==> src/rtl/fir_pkg.sv <==
// Shared types and elaboration helpers for the streaming FIR filter.
// Holds the FSM state encoding, accumulator sizing and reset coefficients.
package fir_pkg;

    typedef enum logic [1:0] {
        IDLE,
        MAC,
        SAT,
        OUT
    } state_t;

    // Width that holds NTAPS full-scale products without overflow.
    function automatic int acc_width(int data_w, int coef_w, int ntaps);
        return data_w + coef_w + $clog2(ntaps);
    endfunction

    // Symmetric triangle: 1,2,..,peak,..,2,1.
    function automatic int default_coef(int i, int ntaps);
        return ((i + 1) < (ntaps - i)) ? (i + 1) : (ntaps - i);
    endfunction

endpackage

==> src/rtl/fir_stream_if.sv <==
// Sample stream bundle: one valid/ready channel in, one out.
// The filter is the slave; the surrounding logic is the master.
interface fir_stream_if #(
    parameter int DATA_W = 8
);
    logic [DATA_W-1:0] in_data;
    logic              in_valid;
    logic              in_ready;
    logic [DATA_W-1:0] out_data;
    logic              out_valid;
    logic              out_ready;

    modport master (
        output in_data, in_valid, out_ready,
        input  in_ready, out_data, out_valid
    );

    modport slave (
        input  in_data, in_valid, out_ready,
        output in_ready, out_data, out_valid
    );
endinterface

==> src/rtl/fir_round_sat.sv <==
// Combinational post-processing: round-half-up right shift, then
// clamp to the largest unsigned DATA_W value.
module fir_round_sat #(
    parameter int ACC_W  = 19,
    parameter int DATA_W = 8,
    parameter int SHIFT  = 0
) (
    input  logic [ACC_W-1:0]  acc,
    output logic [DATA_W-1:0] dout
);
    localparam int RW = ACC_W + 1;
    localparam logic [RW-1:0] MAXV = RW'({DATA_W{1'b1}});

    // One spare bit so adding the rounding constant cannot wrap.
    logic [RW-1:0] r;

    if (SHIFT == 0) begin : g_noshift
        assign r = {1'b0, acc};
    end else begin : g_round
        localparam logic [RW-1:0] HALF = RW'(1) << (SHIFT - 1);
        assign r = ({1'b0, acc} + HALF) >> SHIFT;
    end

    assign dout = (r > MAXV) ? {DATA_W{1'b1}} : r[DATA_W-1:0];

endmodule

==> src/rtl/fir_stream.sv <==
// Streaming direct-form FIR: one sample per handshake, one shared
// multiplier stepped across the taps, rounded and saturated output.
module fir_stream
    import fir_pkg::*;
#(
    parameter int DATA_W = 8,
    parameter int COEF_W = 8,
    parameter int NTAPS  = 5,
    parameter int SHIFT  = 0
) (
    input  logic                     clk,
    input  logic                     rst_n,
    fir_stream_if.slave              s,
    input  logic                     coef_we,
    input  logic [$clog2(NTAPS)-1:0] coef_addr,
    input  logic [COEF_W-1:0]        coef_data,
    input  logic                     flush,
    output logic                     busy
);
    localparam int AW    = $clog2(NTAPS);
    localparam int ACC_W = acc_width(DATA_W, COEF_W, NTAPS);
    localparam int PW    = DATA_W + COEF_W;

    state_t            state;
    state_t            state_nx;
    logic [AW-1:0]     idx;
    logic [ACC_W-1:0]  acc;
    logic [DATA_W-1:0] tap  [NTAPS];
    logic [COEF_W-1:0] coef [NTAPS];
    logic [PW-1:0]     prod;
    logic [DATA_W-1:0] rs;
    logic              idle;
    logic              accept;
    logic              last;
    logic              coef_hit;

    assign idle       = (state == IDLE);
    assign s.in_ready = idle;
    assign busy       = !idle;
    // Flush takes priority, so a coincident sample is discarded.
    assign accept     = s.in_valid && idle && !flush;
    assign last       = (idx == AW'(NTAPS - 1));
    assign coef_hit   = coef_we && idle && (int'(coef_addr) < NTAPS);
    assign prod       = PW'(tap[idx]) * PW'(coef[idx]);

    fir_round_sat #(
        .ACC_W  (ACC_W),
        .DATA_W (DATA_W),
        .SHIFT  (SHIFT)
    ) u_rs (
        .acc  (acc),
        .dout (rs)
    );

    // State register.
    always_ff @(posedge clk or negedge rst_n) begin
        if (!rst_n) state <= IDLE;
        else        state <= state_nx;
    end

    // Next-state: accept, walk every tap, saturate, wait for drain.
    always_comb begin
        state_nx = state;
        unique case (state)
            IDLE:    if (accept)      state_nx = MAC;
            MAC:     if (last)        state_nx = SAT;
            SAT:                      state_nx = OUT;
            OUT:     if (s.out_ready) state_nx = IDLE;
            default:                  state_nx = IDLE;
        endcase
    end

    // Multiply-accumulate, one tap per cycle.
    always_ff @(posedge clk or negedge rst_n) begin
        if (!rst_n) begin
            acc <= '0;
            idx <= '0;
        end else if (accept) begin
            acc <= '0;
            idx <= '0;
        end else if (state == MAC) begin
            acc <= acc + ACC_W'(prod);
            idx <= last ? '0 : idx + AW'(1);
        end
    end

    // Delay line: shifts on accept, cleared by flush in IDLE.
    always_ff @(posedge clk or negedge rst_n) begin
        if (!rst_n) begin
            for (int i = 0; i < NTAPS; i++) tap[i] <= '0;
        end else if (idle && flush) begin
            for (int i = 0; i < NTAPS; i++) tap[i] <= '0;
        end else if (accept) begin
            tap[0] <= s.in_data;
            for (int i = 1; i < NTAPS; i++) tap[i] <= tap[i-1];
        end
    end

    // Coefficient bank: writable only while no sum is in flight.
    always_ff @(posedge clk or negedge rst_n) begin
        if (!rst_n) begin
            for (int i = 0; i < NTAPS; i++)
                coef[i] <= COEF_W'(default_coef(i, NTAPS));
        end else if (coef_hit) begin
            coef[coef_addr] <= coef_data;
        end
    end

    // Output register: load in SAT, hold until the consumer takes it.
    always_ff @(posedge clk or negedge rst_n) begin
        if (!rst_n) begin
            s.out_data  <= '0;
            s.out_valid <= 1'b0;
        end else if (state == SAT) begin
            s.out_data  <= rs;
            s.out_valid <= 1'b1;
        end else if (state == OUT && s.out_ready) begin
            s.out_valid <= 1'b0;
        end
    end

endmodule
==> src/flat_wrapper.sv <==
// flat-port wrapper written by rule: the top's interface ports become plain ports
module fir_stream_flat import fir_pkg::*;
#(
    parameter int DATA_W = 8,
    parameter int COEF_W = 8,
    parameter int NTAPS  = 5,
    parameter int SHIFT  = 0
)
  (clk, rst_n, coef_we, coef_addr, coef_data, flush, busy, s_in_data, s_in_valid, s_out_ready, s_in_ready, s_out_data, s_out_valid);
  fir_stream_if #(.DATA_W(DATA_W)) s_i ();
  input  logic clk;
  input  logic rst_n;
  input  logic coef_we;
  input  logic [$clog2(NTAPS)-1:0] coef_addr;
  input  logic [COEF_W-1:0] coef_data;
  input  logic flush;
  output logic busy;
  input wire logic [$bits(s_i.in_data)-1:0] s_in_data;
  input wire logic [$bits(s_i.in_valid)-1:0] s_in_valid;
  input wire logic [$bits(s_i.out_ready)-1:0] s_out_ready;
  output wire logic [$bits(s_i.in_ready)-1:0] s_in_ready;
  output wire logic [$bits(s_i.out_data)-1:0] s_out_data;
  output wire logic [$bits(s_i.out_valid)-1:0] s_out_valid;
  assign s_i.in_data = s_in_data;
  assign s_i.in_valid = s_in_valid;
  assign s_i.out_ready = s_out_ready;
  assign s_in_ready = s_i.in_ready;
  assign s_out_data = s_i.out_data;
  assign s_out_valid = s_i.out_valid;
  fir_stream #(.DATA_W(DATA_W), .COEF_W(COEF_W), .NTAPS(NTAPS), .SHIFT(SHIFT)) u_core (.clk(clk), .rst_n(rst_n), .s(s_i), .coef_we(coef_we), .coef_addr(coef_addr), .coef_data(coef_data), .flush(flush), .busy(busy));
endmodule
==> config.mk <==
export PLATFORM = sky130hd
export DESIGN_NAME = fir_stream_flat
export DESIGN_NICKNAME = d
export VERILOG_FILES = /design/src/rtl/fir_pkg.sv /design/src/rtl/fir_stream_if.sv /design/src/rtl/fir_round_sat.sv /design/src/rtl/fir_stream.sv /design/src/flat_wrapper.sv
export SDC_FILE = /design/constraint.sdc
export NUM_CORES = 1
export LEC_CHECK = 0
export CELL_PAD_IN_SITES_DETAIL_PLACEMENT = 1
export CELL_PAD_IN_SITES_GLOBAL_PLACEMENT = 2
export CORE_MARGIN = 1.5
export CORE_UTILIZATION = 40
export DETAILED_ROUTE_END_ITERATION = 8
export GPL_TIMING_DRIVEN = 0
export PLACE_DENSITY = 0.91
export SKIP_CTS_REPAIR_TIMING = 1
export SLEW_MARGIN = 20
export SYNTH_ARGS = -nofsm -noshare
export SYNTH_HDL_FRONTEND = slang
export SYNTH_SLANG_ARGS = --single-unit
==> constraint.sdc <==
create_clock -name clk -period 7 [get_ports clk]
set_input_delay 1.05 -clock clk [delete_from_list [all_inputs] [get_ports clk]]
set_output_delay 1.05 -clock clk [all_outputs]
set_load 0.05 [all_outputs]
== Word level (Yosys, flattened, before mapping) ==
Index checks and enable logic that the tools add are counted.
Cells by class
  multiplexer cells: 23
  magnitude comparators: 5
  $add $sub $neg: 2
  shifts and indexed selects: 0
  multiply operators: 1
  reductions and logical operators: 14
  divide/modulo/power cells: 0
  equality and inequality tests: 7
  bitwise logic cells: 2
Operators by type and width (number)
  40-bit 2-to-1 mux: 2
  8-bit binary-select mux with 3-bit select: 2
  8-bit 2-to-1 mux: 6
  40-bit bitwise mux: 1
  19-bit 2-to-1 mux: 2
  8-bit demux with 3-bit select: 1
  19-bit by 16-bit adder with 19-bit output: 1
  19-bit by 8-bit > comparator with 1-bit output, second input constant: 1
  8-bit by 8-bit multiplier with 16-bit output: 1
  3-bit 2-to-1 mux: 3
  4-bit greater-or-equal comparator, second input constant: 2
  3-bit NOT with 4-bit output: 2
  2-bit case mux with 4 select lines: 1
  1-bit logical AND: 7
  2-bit 2-to-1 mux: 3
  2-bit nonzero test: 3
  2-bit equality test, second input constant: 2
  4-bit by 1-bit < comparator with 1-bit output, second input constant: 1
  2-bit != test, second input constant: 2
  3-bit by 1-bit adder with 3-bit output, second input constant: 1
  3-bit equality test, second input constant: 1
  3-bit < comparator, second input constant: 1
  3-bit AND reduction: 1
  2-bit by 1-bit equality test with 1-bit output, second input constant: 1
  other kinds (4): 6
Storage, ports and cells
  bits in latches: 0
  logic and storage cells: 69
  bits in registers: 113
  output and inout bits: 11
  memories: 0
  bits in read-only memories: 0
  RAM bits: 0
  bits of input ports: 25

== Longest topological paths before layout ==
Gate-level depths: netlist of run 1.
  depth in word-level cells: 8
  depth in mapped cells: 24
  depth with buffers taken out: 21

== By module ==
A second synthesis of run 1 with hierarchy kept.
Unflattened totals
  cells, all modules: 758
  area total of the unflattened synthesis: 7985.2 sq um
Modules (own cells, without submodules)
  fir_stream: cells an instance 737, seq. area each 2835.2 sq um, area an instance 7841.3 sq um, times used 1
  fir_round_sat: cells an instance 21, seq. area each 0.0 sq um, area an instance 143.9 sq um, times used 1

== Least setup slack after synthesis of run 1 ==
OpenSTA, ideal clock, no wires.
  path type: register to register
  start: register u_core.idx[0]
  end: register u_core.acc[17]
  buffers on the path: 2
  setup slack: 1.884 ns
  arrival: 5.043 ns
  library setup time: 0.073 ns
  cell stages (with the launch flop): 20
  required time: 6.927 ns
  clock period less this slack: 5.116 ns
  cell sequence: dfrtp_1 buf_4 mux4_2 nor2b_1 a31oi_4 nor2_1 fa_1 fa_1 fa_1 inv_1 fa_1 inv_1 ha_1 buf_6 a211oi_2 nor2_1 o41ai_4 a21oi_1 mux2_4 a21oi_2
On the way
  word-level cells in the longest chain between the ends: 8
  elaborated cells between the ends (all ways): 11
  those cells by class: add/sub: 1; mul: 1; mux: 8; bitwise: 1
RTL lines
  start, declared: line fir_stream.sv:26  | logic [AW-1:0] idx;
  start signal, assigned: line fir_stream.sv:83  | idx <= last ? '0 : idx + AW'(1);
  3-bit NOT with 4-bit output (implied by the code) (*): line fir_stream.sv:44  | assign prod = PW'(tap[idx]) * PW'(coef[idx]);
  8-bit binary-select mux with 3-bit select: line fir_stream.sv:44
  8-bit 2-to-1 mux (implied by the code) (2 in a row): line fir_stream.sv:44
  8-bit by 8-bit multiplier with 16-bit output (*): line fir_stream.sv:44
  19-bit by 16-bit adder with 19-bit output (*): line fir_stream.sv:82  | acc <= acc + ACC_W'(prod);
  19-bit 2-to-1 mux (*): line fir_stream.sv:81  | end else if (state == MAC) begin
  19-bit 2-to-1 mux (*): line fir_stream.sv:78  | end else if (accept) begin
  end signal, assigned: line fir_stream.sv:82
  end, declared: line fir_stream.sv:27  | logic [ACC_W-1:0] acc;
Every way passes the cells marked *; elsewhere a longest branch is shown, timed or not. The select of a mux whose other input is x is not followed.
A chain may end at the register's enable or synchronous reset.

== Worst setup path in the final report of run 1 ==
  start: register u_core.idx[2]
  end: register u_core.acc[17]
The elaborated chain is that of the path after synthesis.

==> summary.md, run 1 <==
| Metric | Value |
|---|---|
| Max cap viols | 0 |
| Num Clock Sinks | 113 |
| Crit Path Class | flop to flop |
| H-tree depth | 4 |
| Vias per cell | 5.31 |
| Met2 Track Usage GR | 0.369 |
| Dominant synthesized flop cell | dfrtp_1 |
| WL per Instance | 18.9 µm |
| Drt initial violations | approximately 260 |
| Nets@finish | just over 900 |
| Share of the synthesized area in the top cell type | 0.342 |
| Die width | about 140 µm |
| Slew Viols, Final | 0 |
| Core Footprint | 19000 µm² |
| Post-Route WL | 20400 µm |
| Clk pin slew, worst setup/hold paths | 0.06 ns |
| Core Rows | 50 |
| Post-synth EDFFs | 0 |
| Gpl congestion | 0.795 |
| Worst-Skew Late Latency | 0.42 ns |
| Final setup TNS | 0 ns |
| Initial Util | 0.413 |
| Share of post-route cells with drive strength above 1 | 0.154 |
| Worst setup EP type | flop |
| Post-route DRC violation count | 0 |
| Pin count of the biggest net entering global routing | 62 |
| Yosys reg bits | 113 |
| Commonest cells post-synth | dfrtp_1 (107), inv_1 (102), nor2_1 (86), fa_1 (50), ha_1 (47) |
| Vias after detailed routing | 5701 |
| Routed Antenna Nets | 0 |
| Vias in the first global route | slightly above 6000 |
| Max_slew headroom | 0.355 |
| R2R setup slack | about 1.1 ns |
| Clk Tree Root Cell | clkbuf_16 |
| Dpl hpwl | 14800 µm |
| Area Overhead vs Synth | 16.1% |
| Area leader, netlist | dfrtp_1 |
| CTS tree | yes |
| Syn Std Cell Area | a little under 8000 µm² |
| Cells after Synth | 746 |
| Minimum clock period | 5.92 ns |
| Clock Skews | between 0.006 and 0.007 ns |
| Cell leakage power | 4.23 nW |
| Status | finished, final reports clean |
| CTS Buf Count | 17 |
| Worst hold slack | 0.493 ns |
| Sequential area share after synthesis | 0.362 |
| Tot GR Track Use | 0.217 |
| Tightest Pin Transition | 0.967 ns |
| I/O Buffers | 35 |
| Hold Crit Class | flop to flop |
| R2R depth | 19 |
| Drt pass-1 iters | 4 |
| Total gr overflow | 0 |
| Largest cells by area after synthesis | dfrtp_1 (34%), fa_1 (13%), ha_1 (7.5%) |
| CP most frequent cell | fa_1 |
| Fin crit share | 0.846 |
| Initial antenna violation count | 0 |
| Met3 Use GR | 0.0500 |
| Critical Path AT | about 6.3 ns |
| Final hold violations | 0 |
| Hold worst-path end | u_core.s.out_valid |
| Worst VDD drop | 0.234 mV |
| Most frequent cell after synthesis | dfrtp_1 |
| First-pass GRT wire length | 33400 µm |
| # diodes | 0 |
| Die area | 20400 µm² |
| Worst min-delay path startpoint | u_core.s.out_valid |
| CP required | 7.35 ns |
| Pwr Density | 438 nW/µm² |
| Final setup viols | 0 |
| RSZ-0062 raised after global routing | false |
| Ys Warns | 0 |
| RR Endpoint | u_core.acc[17] |
| Crit-path max FO | 10 |
| Number of I/O pins | 36 |
| Startpoint Class | flop |
| Hold path cells | 1 |
| DIE HEIGHT | 143 µm |
| CP cell instances | buf_2 -> nand2b_1 -> buf_4 -> nor2_1 -> a21oi_1 -> nor2_1 -> fa_1 -> fa_1 -> fa_1 -> inv_1 -> fa_1 -> inv_1 -> ha_1 -> nand4_1 -> nor3_2 -> o31ai_2 -> a21oi_1 -> mux2_4 -> a21oi_2 |
| F_max | 169 MHz |
| CP max-delay cell | a21oi_1 |
| Met1 usage | 0.278 |
| Asr flop ratio synth | 1.00 |
| GRT Max-Usage Layer | met2 |
| Clk buf depth | 2 |
| Post-synth cell types | between 50 and 60 |
| Syn_area_per_cell | 10.5 µm² |
| R2r startpoint | u_core.idx[2] |
| CP max stage delay | 0.74 ns |
| Synthesized Nets | 868 |
[cell families (layout without fill, tap and decap cells)]
family                     Yosys count  after routing  share of synthesized area
adders and majority gates           97             97                      0.203
muxes                               80             80                      0.114
buffers and inverters              131            199                     0.0694
and+or+nand+nor                    178            178                      0.105
xor gates and xnor gates             4              4                    0.00447
AOI/OAI and AO/OA                  143            143                      0.141
DFF                                113            113                      0.362
[placed cells by master, fill, tap and decap left out, drive strengths merged, types with 22 or more instances in the layout]
| cell type | synthesis | routed |
|---|---|---|
| o21ai | 22 | 22 |
| inv | 103 | 107 |
| fa | 50 | 50 |
| mux2 | 41 | 41 |
| nand2 | 34 | 34 |
| dfrtp | 107 | 107 |
| a21oi | 34 | 34 |
| ha | 47 | 47 |
| nor2 | 88 | 88 |
| mux2i | 36 | 36 |
| clkdlybuf4s50 | 0 | 34 |
| a22o | 40 | 40 |
| clkbuf | 10 | 29 |
[routing by layer]
metal	wire, µm	share of wire
met3	903	0.044
met4	208	0.010
met5	0	0
met1	8790	0.43
met2	10400	0.51
[sequential cells by signal, indices dropped and copies added (netlist names)]
register	count
u_core.coef	40
u_core.state	2
u_core.tap	40
u_core.s.out_valid	1
u_core.s.out_data	8
u_core.acc	19
u_core.idx	3
[area by class of cell]
class	instances	area [µm²]
Inverter	104	390
Fill cell	2095	9870
Tap cell	260	325
Timing Repair Buffer	36	379
Buffer	27	153
Clock buffer	19	453
Clock inverter	13	101
Multi-Input combinational cell	502	4450
Sequential cell	113	2840
[stage by stage]
step | std cells | utilization | power, W | cell area (µm²) | setup WS (ns)
2_1_floorplan | 746 | - | 0.00255 | 7830 | 1.88
3_5_place_dp | 1042 | 0.450 | 0.00316 | 8530 | 1.15
6_report | 1074 | 0.479 | 0.00398 | 9090 | 1.08
5_1_grt | 1074 | 0.479 | 0.00432 | 9090 | 0.696
4_1_cts | 1074 | 0.479 | 0.00403 | 9090 | 1.09
3_3_place_gp | 1041 | 0.449 | 0.00308 | 8500 | 0.332
[worst max path at each step]
stage	slack (ns)	to	cells after the start	startpoint
6_report	1.08	u_core.acc[17]	19	u_core.idx[2]
5_1_grt	0.70	u_core.acc[17]	19	u_core.idx[2]
3_3_place_gp	0.33	u_core.coef[18]	1	rst_n
3_5_place_dp	1.15	u_core.acc[17]	19	u_core.idx[0]
4_1_cts	1.09	u_core.acc[17]	19	u_core.idx[0]
2_1_floorplan	1.88	u_core.acc[17]	19	u_core.idx[0]
[critical path, delay by kind of cell (launching register included)]
kind	cells	cell delay [ns]
AOI/OAI and AO/OA	4	1.23
adders and majority gates	5	2.44
buffers and inverters	4	0.56
DFF	1	0.31
muxes	1	0.33
and+or+nand+nor	5	0.97
[report_power, final]
part | leakage, nW | switching [W] | internal [W]
clock | 0.263 | 0.000340 | 0.000475
combinational | 2.54 | 0.00130 | 0.000799
sequential | 1.44 | 0.000176 | 0.000897
Power figures use the tool's default switching activity.
==> inputs of run 2 (changes only) <==
- CORE_UTILIZATION: 40 -> 37
- PLACE_DENSITY: 0.91 -> 0.89
- clock period: 7 -> 4.81 ns (I/O delays scaled with it)
==> run 2 against run 1 <==
- the flow now finishes with violations (setup timing)
- die area up 7.9%
- cell area up 8.4%
- cell count up 4.4%
- clock power up 58%
- via count up 2.5%
- count of clock-buffer cells in the layout down 2
- fmax up 13%
- critical path depth unchanged
- register-to-register slack worse by 1.5 ns
- non-clock buffer count up 32
- sequential share of layout area down 2.4 points
- highest routed layer unchanged
==> summary.md, run 2 (synthesis gave the netlist of run 1 again) <==
| Metric | Value |
|---|---|
| Status | finished, violations left (was finished, final reports clean) |
| Failing checks | setup timing |
| Worst setup EP type | flop (unchanged) |
| Final setup viols | 11 (was 0) |
| Worst-Skew Late Latency | 0.43 ns (was 0.42 ns) |
| CP required | 5.18 ns (was 7.35 ns) |
| Worst VDD drop | 0.269 mV (was 0.234 mV) |
| WL per Instance | 19.1 µm (was 18.9 µm) |
| F_max | 190 MHz (was 169 MHz) |
| Tightest Pin Transition | 0.841 ns (was 0.967 ns) |
| Die width | 148 µm (was 143 µm) |
| Tot GR Track Use | 0.199 (was 0.217) |
| Initial Util | 0.375 (was 0.413) |
| Drt initial violations | 182 (was 258) |
| Max_slew headroom | 0.440 (was 0.355) |
| H-tree depth | 4 (unchanged) |
| Vias in the first global route | 6312 (was 6079) |
| Final Cell Area | 9850 µm² (was 9090 µm²) |
| Clk Tree Root Cell | clkbuf_16 (unchanged) |
| Area Overhead vs Synth | 25.9% (was 16.1%) |
| Slew Viols, Final | 0 (unchanged) |
| Pwr Density | 681 nW/µm² (was 438 nW/µm²) |
| Final hold violations | 0 (unchanged) |
| CTS tree | yes (unchanged) |
| Crit-path max FO | 7 (was 10) |
| CP Depth | 19 (unchanged) |
| Regs by FF count | u_core.coef (40), u_core.tap (40), u_core.acc (19) (unchanged) |
| Post-route DRC violation count | 0 (unchanged) |
| RSZ-0062 raised after global routing | true (was false) |
| Fin crit share | 1.09 (was 0.846) |
| Pin count of the biggest net entering global routing | 64 (was 62) |
| Nets@finish | 955 (was 923) |
| Clk pin slew, worst setup/hold paths | 0.07 ns (was 0.06 ns) |
| Worst Path Buf+Inv | 4 (unchanged) |
| First-pass GRT wire length | 33600 µm (was 33400 µm) |
| Die area | 22000 µm² (was 20400 µm²) |
| Gpl congestion | 0.808 (was 0.795) |
| # diodes | 0 (unchanged) |
| I/O Buffers | 35 (unchanged) |
| Core Rows | 53 (was 50) |
| Crit Path Class | flop to flop (unchanged) |
| R2R setup slack | -0.45 ns (was 1.08 ns) |
| R2R depth | 19 (unchanged) |
| CP cell instances | buf_6 -> mux4_2 -> nor2b_4 -> a31oi_4 -> buf_6 -> nor2_2 -> fa_1 -> fa_1 -> fa_1 -> inv_1 -> fa_1 -> inv_2 -> ha_4 -> nand4_1 -> nor3_2 -> o31ai_4 -> a21oi_2 -> mux2_4 -> a21oi_2 (was buf_2 -> nand2b_1 -> buf_4 -> nor2_1 -> a21oi_1 -> nor2_1 -> fa_1 -> fa_1 -> fa_1 -> inv_1 -> fa_1 -> inv_1 -> ha_1 -> nand4_1 -> nor3_2 -> o31ai_2 -> a21oi_1 -> mux2_4 -> a21oi_2) |
| Core Footprint | 20900 µm² (was 19000 µm²) |
| Final WS setup | -0.447 ns (was 1.08 ns) |
| CP max stage delay | 0.53 ns (was 0.74 ns) |
| Minimum clock period | 5.26 ns (was 5.92 ns) |
| Hold Crit Class | input pin to async pin (was flop to flop) |
| Dpl hpwl | 15200 µm (was 14800 µm) |
| Vias per cell | 5.21 (was 5.31) |
| Clock Skews | 0.0133 ns (was 0.00670 ns) |
| Drt pass-1 iters | 4 (unchanged) |
| Routed Antenna Nets | 0 (unchanged) |
| Critical Path AT | 5.62 ns (was 6.27 ns) |
| Post-Route WL | 21400 µm (was 20400 µm) |
| Startpoint Class | flop (unchanged) |
| Num Clock Sinks | 113 (unchanged) |
| Share of post-route cells with drive strength above 1 | 0.272 (was 0.154) |
| Vias after detailed routing | 5845 (was 5701) |
| Clk buf depth | 2 (unchanged) |
| Initial antenna violation count | 0 (unchanged) |
| DIE HEIGHT | 148 µm (was 143 µm) |
| CTS Buf Count | 17 (unchanged) |
| Final setup TNS | -3.61 ns (was 0 ns) |
| Number of I/O pins | 36 (unchanged) |
| Commonest non-fill, non-tap cells in the layout | dfrtp_1 (106), inv_1 (96), nor2_1 (71), fa_1 (47) (was dfrtp_1 (107), inv_1 (102), nor2_1 (86), fa_1 (50), ha_1 (47)) |
| CP max-delay cell | fa_1 (was a21oi_1) |
| DP Area | 8630 µm² (was 8530 µm²) |
| Commonest non-fill, non-tap cell in the layout | dfrtp_1 (unchanged) |
| Top cell family by delay on the critical path | adder cells (unchanged) |
| Total gr overflow | 0 (unchanged) |
| CP most frequent cell | fa_1 (unchanged) |
| Max cap viols | 0 (unchanged) |
| RR Endpoint | u_core.acc[17] (unchanged) |
| Cell leakage power | 4.47 nW (was 4.23 nW) |
| R2r startpoint | u_core.idx[0] (was u_core.idx[2]) |
| Worst hold slack | 0.223 ns (was 0.493 ns) |
-- run 2: power by group --
part	switching, W	internal [W]	total [W]
Combinational	0.00220	0.00165	0.00385
Clock	0.000559	0.000734	0.00129
Sequential	0.000259	0.00130	0.00156
Total	0.00302	0.00369	0.00671
-- run 2: through the flow --
step           power [W]  utilization  cells  worst slack (ns)
3_3_place_gp     0.00458        0.412   1056             -1.54
2_1_floorplan    0.00379            -    746            -0.182
5_1_grt          0.00719        0.472   1121            -0.645
4_1_cts          0.00603        0.441   1089            -0.954
6_report         0.00671        0.472   1121            -0.447
3_5_place_dp     0.00469        0.413   1057            -0.910
-- run 2: worst max path at each step --
stage / start / end
after floorplan: u_core.idx[0] / u_core.acc[17]
after global placement: rst_n / u_core.coef[37]
after detailed placement: u_core.idx[2] / u_core.acc[18]
after CTS: u_core.idx[2] / u_core.acc[18]
after global routing: u_core.idx[0] / u_core.acc[11]
final: u_core.idx[0] / u_core.acc[17]
-- run 2: area by class of cell --
type	count	area [µm²]
multi-input cells	502	4870
fillers	2253	11000
clock buffers	17	425
clock inverters	15	160
flip-flops and latches	113	2840
plain buffers	26	173
inverters	104	394
well taps	275	344
repair buffers	69	652
-- run 2: routing by layer --
metal  share of wire  global-route usage
met1            0.46               0.257
met4           0.016              0.0564
met2            0.50               0.339
met5               0                   0
met3           0.024              0.0396
==> inputs of run 3 (changes only) <==
- SLEW_MARGIN: 20 -> 0
==> results of run 3 <==
The final DEF is identical to that of run 2; final timing and power are the same.
